--- config.mk ---
export PLATFORM = sky130hd
export DESIGN_NAME = sound_length_sequencer_flat
export DESIGN_NICKNAME = d
export VERILOG_FILES = /design/src/rtl/sound_length_sequencer_if.sv /design/src/rtl/sound_length_sequencer.sv /design/src/flat_wrapper.sv
export SDC_FILE = /design/constraint.sdc
export NUM_CORES = 1
export LEC_CHECK = 0
export CELL_PAD_IN_SITES_DETAIL_PLACEMENT = 0
export CELL_PAD_IN_SITES_GLOBAL_PLACEMENT = 1
export CORE_ASPECT_RATIO = 0.7
export CORE_UTILIZATION = 42
export CTS_CLUSTER_SIZE = 30
export DETAILED_ROUTE_END_ITERATION = 8
export PLACE_DENSITY = 0.9
export RECOVER_POWER = 100
export SETUP_SLACK_MARGIN = 0.4
export SLEW_MARGIN = 20
export SYNTH_ARGS = -nofsm -noshare
export SYNTH_HDL_FRONTEND = slang
export SYNTH_SLANG_ARGS = --single-unit
--- constraint.sdc ---
create_clock -name length_cntrl_clk -period 4.15 [get_ports length_cntrl_clk]
set_input_delay 0.415 -clock length_cntrl_clk [delete_from_list [all_inputs] [get_ports length_cntrl_clk]]
set_output_delay 0.415 -clock length_cntrl_clk [all_outputs]
set_load 0.005 [all_outputs]
--- src/rtl/sound_length_sequencer_if.sv ---
// Bundle between the sound register file and the length sequencer.
// Register-file side is master, sequencer side is slave.
interface sound_length_sequencer_if;
  logic       master_en;
  logic [3:0] trigger;
  logic [3:0] dont_loop;
  logic [3:0] dac_en;
  logic       sweep_overflow;
  logic [5:0] ch1_length_data;
  logic [5:0] ch2_length_data;
  logic [7:0] ch3_length_data;
  logic [5:0] ch4_length_data;
  logic [3:0] ch_active;
  logic [3:0] ch_reset;
  logic       sweep_tick;
  logic       env_tick;
  logic [2:0] step;
  logic [7:0] sound_status;

  modport master (
    output master_en,
    output trigger,
    output dont_loop,
    output dac_en,
    output sweep_overflow,
    output ch1_length_data,
    output ch2_length_data,
    output ch3_length_data,
    output ch4_length_data,
    input  ch_active,
    input  ch_reset,
    input  sweep_tick,
    input  env_tick,
    input  step,
    input  sound_status
  );

  modport slave (
    input  master_en,
    input  trigger,
    input  dont_loop,
    input  dac_en,
    input  sweep_overflow,
    input  ch1_length_data,
    input  ch2_length_data,
    input  ch3_length_data,
    input  ch4_length_data,
    output ch_active,
    output ch_reset,
    output sweep_tick,
    output env_tick,
    output step,
    output sound_status
  );
endinterface

--- src/rtl/sound_length_sequencer.sv ---
// 256 Hz frame sequencer: sweep/envelope strobes, per-channel
// length countdown, trigger restart and NR52-style status.
module sound_length_sequencer #(
  parameter int SWEEP_DIV = 2,
  parameter int ENV_DIV   = 4
) (
  input logic                     length_cntrl_clk,
  input logic                     reset,
  sound_length_sequencer_if.slave bus
);

  localparam logic [2:0] SWEEP_M = 3'(SWEEP_DIV - 1);
  localparam logic [2:0] ENV_M   = 3'(ENV_DIV - 1);

  logic [2:0] step_q;
  logic [2:0] step_d;
  logic       sweep_q;
  logic       sweep_d;
  logic       env_q;
  logic       env_d;
  logic [3:0] act_q;
  logic [3:0] act_d;
  logic [3:0] rst_q;
  logic [3:0] rst_d;
  logic [8:0] len_q [4];
  logic [8:0] len_d [4];
  logic [8:0] load  [4];

  // Length registers count down from (max - data); data 0 means full length.
  always_comb begin
    load[0] = 9'd64  - {3'b000, bus.ch1_length_data};
    load[1] = 9'd64  - {3'b000, bus.ch2_length_data};
    load[2] = 9'd256 - {1'b0, bus.ch3_length_data};
    load[3] = 9'd64  - {3'b000, bus.ch4_length_data};
  end

  always_comb begin
    step_d  = 3'd0;
    sweep_d = 1'b0;
    env_d   = 1'b0;
    if (bus.master_en) begin
      step_d  = step_q + 3'd1;
      sweep_d = (step_q & SWEEP_M) == SWEEP_M;
      env_d   = (step_q & ENV_M) == ENV_M;
    end
  end

  always_comb begin
    act_d = act_q;
    rst_d = '0;
    for (int i = 0; i < 4; i++) begin
      len_d[i] = len_q[i];
      if (!bus.master_en) begin
        len_d[i] = '0;
        act_d[i] = 1'b0;
      end else if (bus.trigger[i]) begin
        len_d[i] = load[i];
        act_d[i] = bus.dac_en[i];
        rst_d[i] = 1'b1;
      end else if (!bus.dac_en[i]) begin
        act_d[i] = 1'b0;
      end else if (i == 0 && bus.sweep_overflow) begin
        act_d[i] = 1'b0;
      end else if (act_q[i] && bus.dont_loop[i]
                   && len_q[i] != 9'd0) begin
        len_d[i] = len_q[i] - 9'd1;
        if (len_q[i] == 9'd1)
          act_d[i] = 1'b0;
      end
    end
  end

  always_ff @(posedge length_cntrl_clk) begin
    if (reset) begin
      step_q  <= '0;
      sweep_q <= 1'b0;
      env_q   <= 1'b0;
      act_q   <= '0;
      rst_q   <= '0;
      for (int i = 0; i < 4; i++)
        len_q[i] <= '0;
    end else begin
      step_q  <= step_d;
      sweep_q <= sweep_d;
      env_q   <= env_d;
      act_q   <= act_d;
      rst_q   <= rst_d;
      for (int i = 0; i < 4; i++)
        len_q[i] <= len_d[i];
    end
  end

  assign bus.step         = step_q;
  assign bus.sweep_tick   = sweep_q;
  assign bus.env_tick     = env_q;
  assign bus.ch_active    = act_q;
  assign bus.ch_reset     = rst_q;
  assign bus.sound_status = {bus.master_en, 3'b111, act_q};

endmodule
--- src/flat_wrapper.sv ---
// flat-port wrapper written by rule: the top's interface ports become plain ports
module sound_length_sequencer_flat 
#(
  parameter int SWEEP_DIV = 2,
  parameter int ENV_DIV   = 4
)
  (length_cntrl_clk, reset, bus_master_en, bus_trigger, bus_dont_loop, bus_dac_en, bus_sweep_overflow, bus_ch1_length_data, bus_ch2_length_data, bus_ch3_length_data, bus_ch4_length_data, bus_ch_active, bus_ch_reset, bus_sweep_tick, bus_env_tick, bus_step, bus_sound_status);
  sound_length_sequencer_if bus_i ();
  input logic length_cntrl_clk;
  input logic reset;
  input wire logic [$bits(bus_i.master_en)-1:0] bus_master_en;
  input wire logic [$bits(bus_i.trigger)-1:0] bus_trigger;
  input wire logic [$bits(bus_i.dont_loop)-1:0] bus_dont_loop;
  input wire logic [$bits(bus_i.dac_en)-1:0] bus_dac_en;
  input wire logic [$bits(bus_i.sweep_overflow)-1:0] bus_sweep_overflow;
  input wire logic [$bits(bus_i.ch1_length_data)-1:0] bus_ch1_length_data;
  input wire logic [$bits(bus_i.ch2_length_data)-1:0] bus_ch2_length_data;
  input wire logic [$bits(bus_i.ch3_length_data)-1:0] bus_ch3_length_data;
  input wire logic [$bits(bus_i.ch4_length_data)-1:0] bus_ch4_length_data;
  output wire logic [$bits(bus_i.ch_active)-1:0] bus_ch_active;
  output wire logic [$bits(bus_i.ch_reset)-1:0] bus_ch_reset;
  output wire logic [$bits(bus_i.sweep_tick)-1:0] bus_sweep_tick;
  output wire logic [$bits(bus_i.env_tick)-1:0] bus_env_tick;
  output wire logic [$bits(bus_i.step)-1:0] bus_step;
  output wire logic [$bits(bus_i.sound_status)-1:0] bus_sound_status;
  assign bus_i.master_en = bus_master_en;
  assign bus_i.trigger = bus_trigger;
  assign bus_i.dont_loop = bus_dont_loop;
  assign bus_i.dac_en = bus_dac_en;
  assign bus_i.sweep_overflow = bus_sweep_overflow;
  assign bus_i.ch1_length_data = bus_ch1_length_data;
  assign bus_i.ch2_length_data = bus_ch2_length_data;
  assign bus_i.ch3_length_data = bus_ch3_length_data;
  assign bus_i.ch4_length_data = bus_ch4_length_data;
  assign bus_ch_active = bus_i.ch_active;
  assign bus_ch_reset = bus_i.ch_reset;
  assign bus_sweep_tick = bus_i.sweep_tick;
  assign bus_env_tick = bus_i.env_tick;
  assign bus_step = bus_i.step;
  assign bus_sound_status = bus_i.sound_status;
  sound_length_sequencer #(.SWEEP_DIV(SWEEP_DIV), .ENV_DIV(ENV_DIV)) u_core (.length_cntrl_clk(length_cntrl_clk), .reset(reset), .bus(bus_i));
endmodule
After elaboration in Yosys (flattened, before gate mapping). Memory sizes are Yosys's and may differ from the RTL's. Cells that the tools add are included.

RAM bits: 36. Memory bits (read-only): 0. Input bits: 42. Memories kept: 1. Output and inout bits: 21. Register bits after elaboration: 13. Latch bits: 0.

Shifts and indexed selects: 0. Equality and inequality tests: 13. $lt $le $gt $ge: 0. Muxes and demuxes: 45. Bitwise gates (word level): 5. Multiply operators: 0. Div/mod/pow operators: 0. $add $sub $neg: 9. Reduce and logical (&&, ||, !) cells: 17.

Memories: u_core.len_q (depth 4, bits a word 9, read ports 4, clocked after memory_dff 0, wr ports 4, RTL line sound_length_sequencer.sv:25) `logic [8:0] len_q [4];`.

Operators with widths (count): $mux 9 (21); $eq 9x1->1 const B (4); $reduce_bool 9->1 (4); $sub 9x1->9 const B (4); $mux 1 (24); $sub 7x6->8 const A (3); $ne 3x2->1 const B (6); $sub 9x8->9 const A (1); $logic_and 1x1->1 (8); $ne 4x2->1 const B (2); $reduce_and 2->1 (4); $or 1x1->1 (4); $add 3x1->3 const B (1); $eq 2x2->1 const B (1); $reduce_or 2->1 (1); $not 1->1 (1).

Depth between registers and ports, before layout. Gate-level depths: netlist of the first run. An unclocked memory read counts as a cell.

Depth in word-level cells: 9. Mapped depth: 7.

Least setup slack after synthesis of the first run. No wires, ideal clock.

Path kind: register to register. Start: memory u_core.len_q[1][0] (netlist: u_core.len_q[0][9]). End: memory u_core.len_q[1][1] (netlist: u_core.len_q[0][10]). Setup slack: 2.282 ns. Cell stages (with the launch flop): 7. Setup time: 0.087 ns. Required time: 4.063 ns. Arrival: 1.781 ns. Cells stage by stage: dfxtp_1 > inv_1 > ha_1 > nor2b_1 > a31oi_1 > mux2_2 > o31ai_1.

RTL lines (RTL line): start, declared (sound_length_sequencer.sv:25).

==> results of run 1 <==
critical path: stages:
cell                            delay [ns]
sky130_fd_sc_hd__dlygate4sd3_1        0.55
sky130_fd_sc_hd__nor2b_1              0.81
sky130_fd_sc_hd__clkbuf_1             0.48
sky130_fd_sc_hd__nand2_1              0.14
sky130_fd_sc_hd__o41ai_1              0.34
layer usage:
| layer | track usage, % | part of all wire, % | vias up | routed length [um] |
|---|---|---|---|---|
| met4 | 5.32 | 0.76 | 0 | 56 |
| met5 | 0 | 0 | - | 0 |
| met1 | 27.6 | 51 | 1332 | 3760 |
| met2 | 32.3 | 43 | 72 | 3180 |
| li1 | - | - | 1439 | - |
| met3 | 3.37 | 5.2 | 5 | 380 |
sequential cells by signal, indices dropped and copies added (netlist names):
register,cells
u_core.bus.step,3
u_core.bus.env_tick,1
u_core.bus.ch_reset,4
u_core.bus.sweep_tick,1
u_core.len_q,36
u_core.bus.ch_active,4
synth_stat cells (6+ instances only):
| cell type | n |
|---|---|
| sky130_fd_sc_hd__o311a_1 | 6 |
| sky130_fd_sc_hd__a21oi_1 | 22 |
| sky130_fd_sc_hd__nor3b_1 | 6 |
| sky130_fd_sc_hd__nor2_1 | 18 |
| sky130_fd_sc_hd__buf_4 | 8 |
| sky130_fd_sc_hd__a211oi_1 | 10 |
| sky130_fd_sc_hd__and3_1 | 6 |
| sky130_fd_sc_hd__xor2_1 | 12 |
| sky130_fd_sc_hd__inv_1 | 24 |
| sky130_fd_sc_hd__nand2_1 | 9 |
| sky130_fd_sc_hd__nor3_1 | 11 |
| sky130_fd_sc_hd__o21ai_0 | 8 |
| sky130_fd_sc_hd__o21a_1 | 6 |
| sky130_fd_sc_hd__ha_1 | 14 |
| sky130_fd_sc_hd__nand4_1 | 8 |
| sky130_fd_sc_hd__xnor2_1 | 11 |
| sky130_fd_sc_hd__nor4_1 | 11 |
| sky130_fd_sc_hd__dfxtp_1 | 49 |
| sky130_fd_sc_hd__clkbuf_1 | 9 |
| sky130_fd_sc_hd__nand3_1 | 11 |
kinds of logic (layout without fill, tap and decap cells):
kind of cell	Yosys count	after routing	share of synthesized area (%)
and+or+nand+nor	123	123	24.9
AOI/OAI and AO/OA	95	95	23.1
DFF	49	49	31.7
buffers and inverters	45	94	6.70
xor gates and xnor gates	23	23	6.50
adders and majority gates	14	14	5.65
muxes	4	4	1.37
other	1	3	0.121
cell type report:
cell class                      instances  area (um2)  area share, %
Clock inverter                          1        7.51          0.198
Clock buffer                            7        76.3           2.02
Sequential cell                        49         981           25.9
Inverter                               25        93.8           2.48
Tap cell                               94         118           3.11
Timing Repair Buffer                   61         598           15.8
Multi-Input combinational cell        262        1910           50.5
power groups by stage:
stage / logic (mW) / clock network, mW / registers [mW]
floorplan: 0.120 / 0 / 0.510
global placement: 0.198 / 0 / 0.514
detailed placement: 0.201 / 0 / 0.515
CTS: 0.202 / 0.290 / 0.504
global route: 0.220 / 0.313 / 0.507
finish: 0.199 / 0.285 / 0.504
stage by stage:
stage               hold slack (ns)  cell area, um2  cells  power (mW)
floorplan                     0.428            3110    356       0.630
global placement              0.432            3720    491       0.712
detailed placement            0.437            3720    491       0.715
CTS                           0.450            3800    499       0.996
global route                  0.458            3790    499        1.04
finish                        0.448            3790    499       0.988
worst max path at each step:
stage / startpoint / end / slack, ns / cells past startpoint
after global placement: bus_trigger[1] / u_core.len_q[0][15]$_SDFFE_PP0P_ / 1.80 / 4
final: reset / u_core.len_q[0][26]$_SDFFE_PP0P_ / 1.62 / 5
after detailed placement: bus_trigger[1] / u_core.len_q[0][15]$_SDFFE_PP0P_ / 1.76 / 4
after floorplan: u_core.len_q[0][9]$_SDFFE_PP0P_ / u_core.len_q[0][10]$_SDFFE_PP0P_ / 2.28 / 6
after CTS: u_core.len_q[0][9]$_SDFFE_PP0P_ / u_core.len_q[0][10]$_SDFFE_PP0P_ / 2.01 / 6
after global routing: reset / u_core.len_q[0][26]$_SDFFE_PP0P_ / 1.33 / 5
==> results list, run 1 <==
- The library cells used most frequently in the layout, excluding fill and tap cells, are 49 x sky130_fd_sc_hd__dfxtp_1, 38 x sky130_fd_sc_hd__clkdlybuf4s50_1, 24 x sky130_fd_sc_hd__inv_1.
- After layout, the worst path uses around three fifths of the clock period.
- Wirelength per Cell: about 15 um
- Of the total power, the share spent switching nets is approximately 29%.
* Cell area after synthesis: 0.00310 mm2
- Unrepaired setup endpoints after global routing: no
- After detailed routing, the number of remaining DRC violations is 0.
* Endpoint of the worst hold-timing path: u_core.len_q[0][35]$_SDFFE_PP0P_
* DR vias/cell: around 5.7
* Sum of negative setup slack: 0 ns
- EDFF count, synth: 0
- Derived from the worst setup path, the maximum achievable clock frequency is about 400 MHz.
- At the worst endpoint, the arrival time is 2.74 ns.
- Net switching power: ~0.28 mW
- The H-tree was split into 2 levels.
- For this run, asynchronously set or reset flops after synthesis account for 0%.
- The congestion estimate from routability-driven global placement came to between 0.8 and 0.9.
- Crit path capture type: flip-flop
- STA puts the critical path data required time at approximately 4.4 ns.
- The setup path with the least slack is of type in -> reg.
- In this run the worst path has a maximum fanout of 15.
- Worst Hold Launch: u_core.len_q[0][35]$_SDFFE_PP0P_
- Counting along the longest clock path gives a buffer depth of 2.
* Synth cell types: about 70
- Leaving out fill and tap cells, the most frequent cell in the layout is sky130_fd_sc_hd__dfxtp_1.
- Half-perimeter wire length after detailed placement: 5.48 mm
* Reg2reg start: u_core.len_q[0][9]$_SDFFE_PP0P_
- Reg-to-reg critical path endpoint: u_core.len_q[0][10]$_SDFFE_PP0P_
* Initial antenna violation count: 0
- Setup violations remaining at the end of the flow were counted as 0.
* Total track usage: 20.0%
- The die covers 0.00773 mm2.
* Gate count after technology mapping: between 300 and 400
- Later-pin clock latency in the skew report: around 0.3 ns
* Combinational fraction of design power: around a fifth
- The region available for standard cell placement spans roughly 0.0069 mm2.
- Congestion Overflow GR: 0
- The number of global-route vias before repair came to 2642.
* ANT cells: 0
* Number of sinks handled by clock tree synthesis: ~50
* Leakage power of the design: approximately 1.4 nW
- The detail route stage leaves a number of antenna-violating nets equal to 0.
- The tool flagged a number of max-cap violations equal to 0.
- In the final layout, the share of cells above drive strength 1 is under 10%.
- Overall die width: around 100 um
* Hold-fix buffers, CTS: 0
- Average cell area after synthesis: slightly below 9 um2
- For this run, the number of Yosys warnings is 0.
* Initial Utilization: between 40% and 50%
- Utilization after layout: roughly 55%
- Prior to clock tree synthesis, the placed netlist has a worst setup slack of around 1.8 ns.
* Number of fill cells in the layout: 682
* Detailed Route WL: around 7.4 mm
- Type of the tightest min-delay check: reg -> reg
* Top cell type by total area after synthesis: sky130_fd_sc_hd__dfxtp_1
- Slew at the pin closest to its max-slew limit: 1.05 ns
* Share of synthesized area occupied by flip-flops and latches: a little under a third
- Of the total power, registers draw between 50% and 60%.
- Headroom to the max-slew limit came out at between 20% and 30%.
- Among all flip-flop cells after synthesis, the most frequent one is sky130_fd_sc_hd__dfxtp_1.
* Portion of total power attributed to the clock network: between 20% and 30%
* Number of gates given a new drive strength after cts: 0
- The first detailed-routing pass ran for 4 iterations.
- Biggest area contributors in the synthesized netlist: sky130_fd_sc_hd__dfxtp_1 32%, sky130_fd_sc_hd__ha_1 5.7%, sky130_fd_sc_hd__a21oi_1 3.6%
- For flop-to-flop paths, the worst setup slack is between 1.5 and 2 ns.
* Worst setup margin: 1.62 ns
* Number of vias in the routed layout: 2848
- The floorplan step set the die height to 73.9 um.
* Internal: around 0.7 mW
- Number of clock buffers inserted by TritonCTS: 5
- The number of setup buffers added after CTS is 0.
- Total count of hold-check failures in the final report: 0
* Result of the run: finished clean
- The first global-routing pass estimated 12.4 mm of wire.
- The area growth from synthesis to layout is 22.2%.
- CTS tree: done
- After clock tree synthesis, the clock-pin slew on the worst setup and hold paths is around 0.09 ns.
* Worst Clk Skew: about 0.0074 ns
* IO buf count: between 50 and 60
* Synthesis-stage register bit count: between 40 and 50
* Largest net degree at the start of global routing: 21
* FP Rows: 25
* I/O pin cnt: 63
- Power density over the cells: about 260 mW/mm2
* Final Critical Period: 2.53 ns
* Nets: 460
- The worst register-to-register path has a depth of 6.
- The worst setup path is launched from a primary input.
- Number of violations reported at the end of detailed-routing iteration 0: 94
- Post-synth top area share: a little under a third
* Final number of max-transition violations: 0
- Cell chosen for the clock root: sky130_fd_sc_hd__clkbuf_8
- VDD sags by at most ~130 uV.
- Counting instances, the worst hold path has a depth of 1.
Power figures use the tool's default switching activity.
==> run 2: changes to the inputs <==
--- a/config.mk
+++ b/config.mk
@@ -8,10 +8,10 @@
 export CELL_PAD_IN_SITES_DETAIL_PLACEMENT = 0
 export CELL_PAD_IN_SITES_GLOBAL_PLACEMENT = 1
 export CORE_ASPECT_RATIO = 0.7
-export CORE_UTILIZATION = 42
+export CORE_UTILIZATION = 39
 export CTS_CLUSTER_SIZE = 30
 export DETAILED_ROUTE_END_ITERATION = 8
-export PLACE_DENSITY = 0.9
+export PLACE_DENSITY = 0.85
 export RECOVER_POWER = 100
 export SETUP_SLACK_MARGIN = 0.4
 export SLEW_MARGIN = 20
==> constraint.sdc (replaced) <==
create_clock -name length_cntrl_clk -period 2.6 [get_ports length_cntrl_clk]
set_input_delay 0.26 -clock length_cntrl_clk [delete_from_list [all_inputs] [get_ports length_cntrl_clk]]
set_output_delay 0.26 -clock length_cntrl_clk [all_outputs]
set_load 0.005 [all_outputs]
==> run 2 against run 1 <==
  * Clock power rose to 2.7 times the previous value
  * Via count increased by 0.91%
  * Final cell count is 1.8% higher
  * Largest cell class unchanged
  * Worst hold slack better by 0.0040 ns
  * Die area rose by 7.5%
==> results list, run 2 (same netlist as run 1, synthesis figures left out) <==
* IO buf count: 59 (unchanged)
- The count of nets left with antenna violations after detail routing is 0 (unchanged).
- The initial antenna violation count was 0 (unchanged).
- Combinational fraction of design power: 16.6% (-3.6 points)
- Maximum Capacitance Violations: 0 (unchanged)
- The number of placed I/O pins is 63 (unchanged).
* Number of gates given a new drive strength after cts: 0 (unchanged)
* Later-pin clock latency in the skew report: 0.29 ns (about the same)
- Final number of max-transition violations: 0 (unchanged)
- By startpoint and endpoint, the worst setup path is classified as reg -> reg.
- Pre-Repair DR Iteration Count: 4 (unchanged)
- The area enclosed by the die boundary is 0.00831 mm2 (+7.5%).
- The number of flip-flops under the largest register name is 36 (unchanged).
- The worst register-to-register path begins at u_core.len_q[0][18]$_SDFFE_PP0P_.
- Unrepaired setup endpoints after global routing: no
- Leakage power of the design: 1.49 nW (+3.8%)
* Startpoint type of the worst setup path: flip-flop
- Worst Clk Skew: 0.00511 ns (-0.00232 ns)
* Fraction of final layout cells sized beyond drive strength 1: 5.61% (+0.42 points)
- Internal: 1.41 mW (+100%)
- Worst Hold Launch: u_core.len_q[0][8]$_SDFFE_PP0P_
* Wire length of the first global-routing pass: 12.2 mm (-1.2%)
- Length in cells of the worst reg-to-reg path: 6 (unchanged)
* Congestion Overflow GR: 0 (unchanged)
- Placeable core region: 0.00748 mm2 (+7.7%)
- Setup slack of the worst register-to-register path: 0.46 ns (-1.53 ns)
- Wirelength per Cell: 14.7 um (-0.48%)
* Sum of negative setup slack: 0 ns (unchanged)
- Peak fanout along the critical path: 6 (-9)
- The number of design-rule violations left by the first detailed-router iteration came to 175 (+86%).
* Cell chosen for the clock root: sky130_fd_sc_hd__clkbuf_16
* Crit path capture type: flip-flop
- The initial core utilization came to 41.4% (-3.2 points).
* Endpoint of the worst hold-timing path: u_core.len_q[0][8]$_SDFFE_PP0P_
- Layout Cells excl Fill: 508 (+1.8%)
- The maximum number of pins on one net before global-route repair was 26 (+24%).
- DP Cell Count: 500 (+1.8%)
- Most common library cell in the layout ignoring fill and taps: sky130_fd_sc_hd__dfxtp_1
- The total DRC errors in the routed layout is 0 (unchanged).
* Maximum VDD drop: 309 uV (+140%)
* Number of fill cells in the layout: 740 (+8.5%)
- Number of vias in the routed layout: 2874 (+0.91%)
- The placer congestion estimate was 0.851 (-0.12%).
* Min-Delay Path Depth: 1 (unchanged)
- Result of the run: finished clean
- TritonCTS built the clock tree.
* Worst endpoint data arrival time: 2.32 ns (-0.42 ns)
- DR vias/cell: 5.66 (-0.87%)
- Share of total power in sequential cells: 42.6% (-8.4 points)
- Via count of the first global-routing pass: 2573 (-2.6%)
- Number of H-tree levels: 2 (unchanged)
* Nets: 465 (+1.1%)
- Setup violations, final: 0 (unchanged)
* Total count of hold-check failures in the final report: 0 (unchanged)
* Number of clock buffers inserted by TritonCTS: 5 (unchanged)
- Static timing analysis puts the maximum clock frequency at around 470 MHz.
* Half-perimeter wire length after detailed placement: 5.54 mm (+1.1%)
* Net switching power: 0.474 mW (+67%)
- Total power of the final layout: 1.89 mW (+91%)
- The worst slew slack as a fraction of its limit is 45.2% (+16 points).
* Vertical extent of the die: 76.6 um (+3.7%)
* Overall die width: 109 um (+3.7%)
* Hold-fix buffers, CTS: 0 (unchanged)
* Worst setup margin: 0.464 ns (-1.15 ns)
- Power density over the cells: 487 mW/mm2 (+87%)
* Most frequent cells in the layout: 49 x sky130_fd_sc_hd__dfxtp_1, 38 x sky130_fd_sc_hd__clkdlybuf4s50_1, 24 x sky130_fd_sc_hd__inv_1
- The clock share of power is 40.8% (+12 points).
* Reg clk slew, reported paths: 0.07 ns (-0.02 ns)
- Detailed Route WL: 7.47 mm (+1.3%)
- The total clock sinks is 49 (unchanged).
* Worst setup timing slack at the placement stage: 0.523 ns (-1.24 ns)
- The antenna cell count was 0 (unchanged).
- FP Rows: 26 (+4.0%)
- The number of buffers inserted to repair setup after CTS was 0 (unchanged).
* Sw Ratio: 25.1% (-3.6 points)
- Reg-to-reg critical path endpoint: u_core.len_q[0][19]$_SDFFE_PP0P_
- The register area was 981 um2 (unchanged).
- Type of the tightest min-delay check: reg -> reg
- More flip-flops sit in one register than any other, and that register is u_core.len_q.
- Number of buffers between clock root and the deepest sink: 2 (unchanged)
- Total track usage: 18.1% (-1.8 points)
* Ratio of final minimum period to clock period: 82.2%
* Data required time of the worst path: 2.78 ns (-1.58 ns)
* Area Overhead vs Synth: 25.0%
- The area taken by multi-input logic gates was 0.00187 mm2 (-2.0%).
- The transition at the pin with the smallest max-transition slack was 0.815 ns (-0.238 ns).
* Final Critical Period: around 2.1 ns
-- run 2: routing by layer --
metal | vias up | GRT usage (%) | routed length (um)
met2 | 79 | 26.3 | 3110
met4 | 0 | 4.46 | 59
met5 | - | 0 | 0
met3 | 6 | 2.91 | 391
met1 | 1341 | 27.5 | 3910
li1 | 1448 | - | -
-- run 2: worst max path at each step --
stage                                          start                               end  slack (ns)  depth (start not counted)
floorplan            u_core.len_q[0][9]$_SDFFE_PP0P_  u_core.len_q[0][10]$_SDFFE_PP0P_        0.73                          6
global placement              bus_ch2_length_data[0]  u_core.len_q[0][15]$_SDFFE_PP0P_        0.59                          6
detailed placement            bus_ch2_length_data[0]  u_core.len_q[0][15]$_SDFFE_PP0P_        0.52                          6
CTS                 u_core.len_q[0][18]$_SDFFE_PP0P_  u_core.len_q[0][21]$_SDFFE_PP0P_        0.62                          6
global route         u_core.len_q[0][9]$_SDFFE_PP0P_  u_core.len_q[0][10]$_SDFFE_PP0P_        0.31                          7
finish              u_core.len_q[0][18]$_SDFFE_PP0P_  u_core.len_q[0][19]$_SDFFE_PP0P_        0.46                          6
-- run 2: through the flow --
step / utilization [%] / instance area (um2) / hold WS (ns)
4_1_cts: 52.6 / 3940 / 0.453
6_report: 51.8 / 3870 / 0.452
2_1_floorplan: - / 3110 / 0.354
5_1_grt: 51.8 / 3870 / 0.471
3_5_place_dp: 50.3 / 3760 / 0.442
3_3_place_gp: 50.3 / 3760 / 0.434
-- run 2: final cells by class --
cell class	instances	share of cell area (%)
inverters	25	2.42
clock buffers	6	3.58
well taps	98	3.16
flip-flops and latches	49	25.3
clock inverters	2	0.969
multi-input cells	262	48.3
repair buffers	66	16.2
-- run 2: power by group through the flow --
stage	Sequential [mW]	Clock, mW	Combinational (mW)
2_1_floorplan	0.815	0	0.191
3_3_place_gp	0.821	0	0.324
3_5_place_dp	0.822	0	0.326
4_1_cts	0.804	0.785	0.329
5_1_grt	0.807	0.820	0.347
6_report	0.804	0.769	0.314
-- run 2: worst max-delay path, cell delays in order, from the launching register on --
cell,delay (ns)
sky130_fd_sc_hd__dfxtp_1,0.42
sky130_fd_sc_hd__inv_1,0.07
sky130_fd_sc_hd__ha_1,0.27
sky130_fd_sc_hd__nor4b_1,0.18
sky130_fd_sc_hd__a21boi_0,0.66
sky130_fd_sc_hd__nor4_1,0.10
sky130_fd_sc_hd__a311o_1,0.33
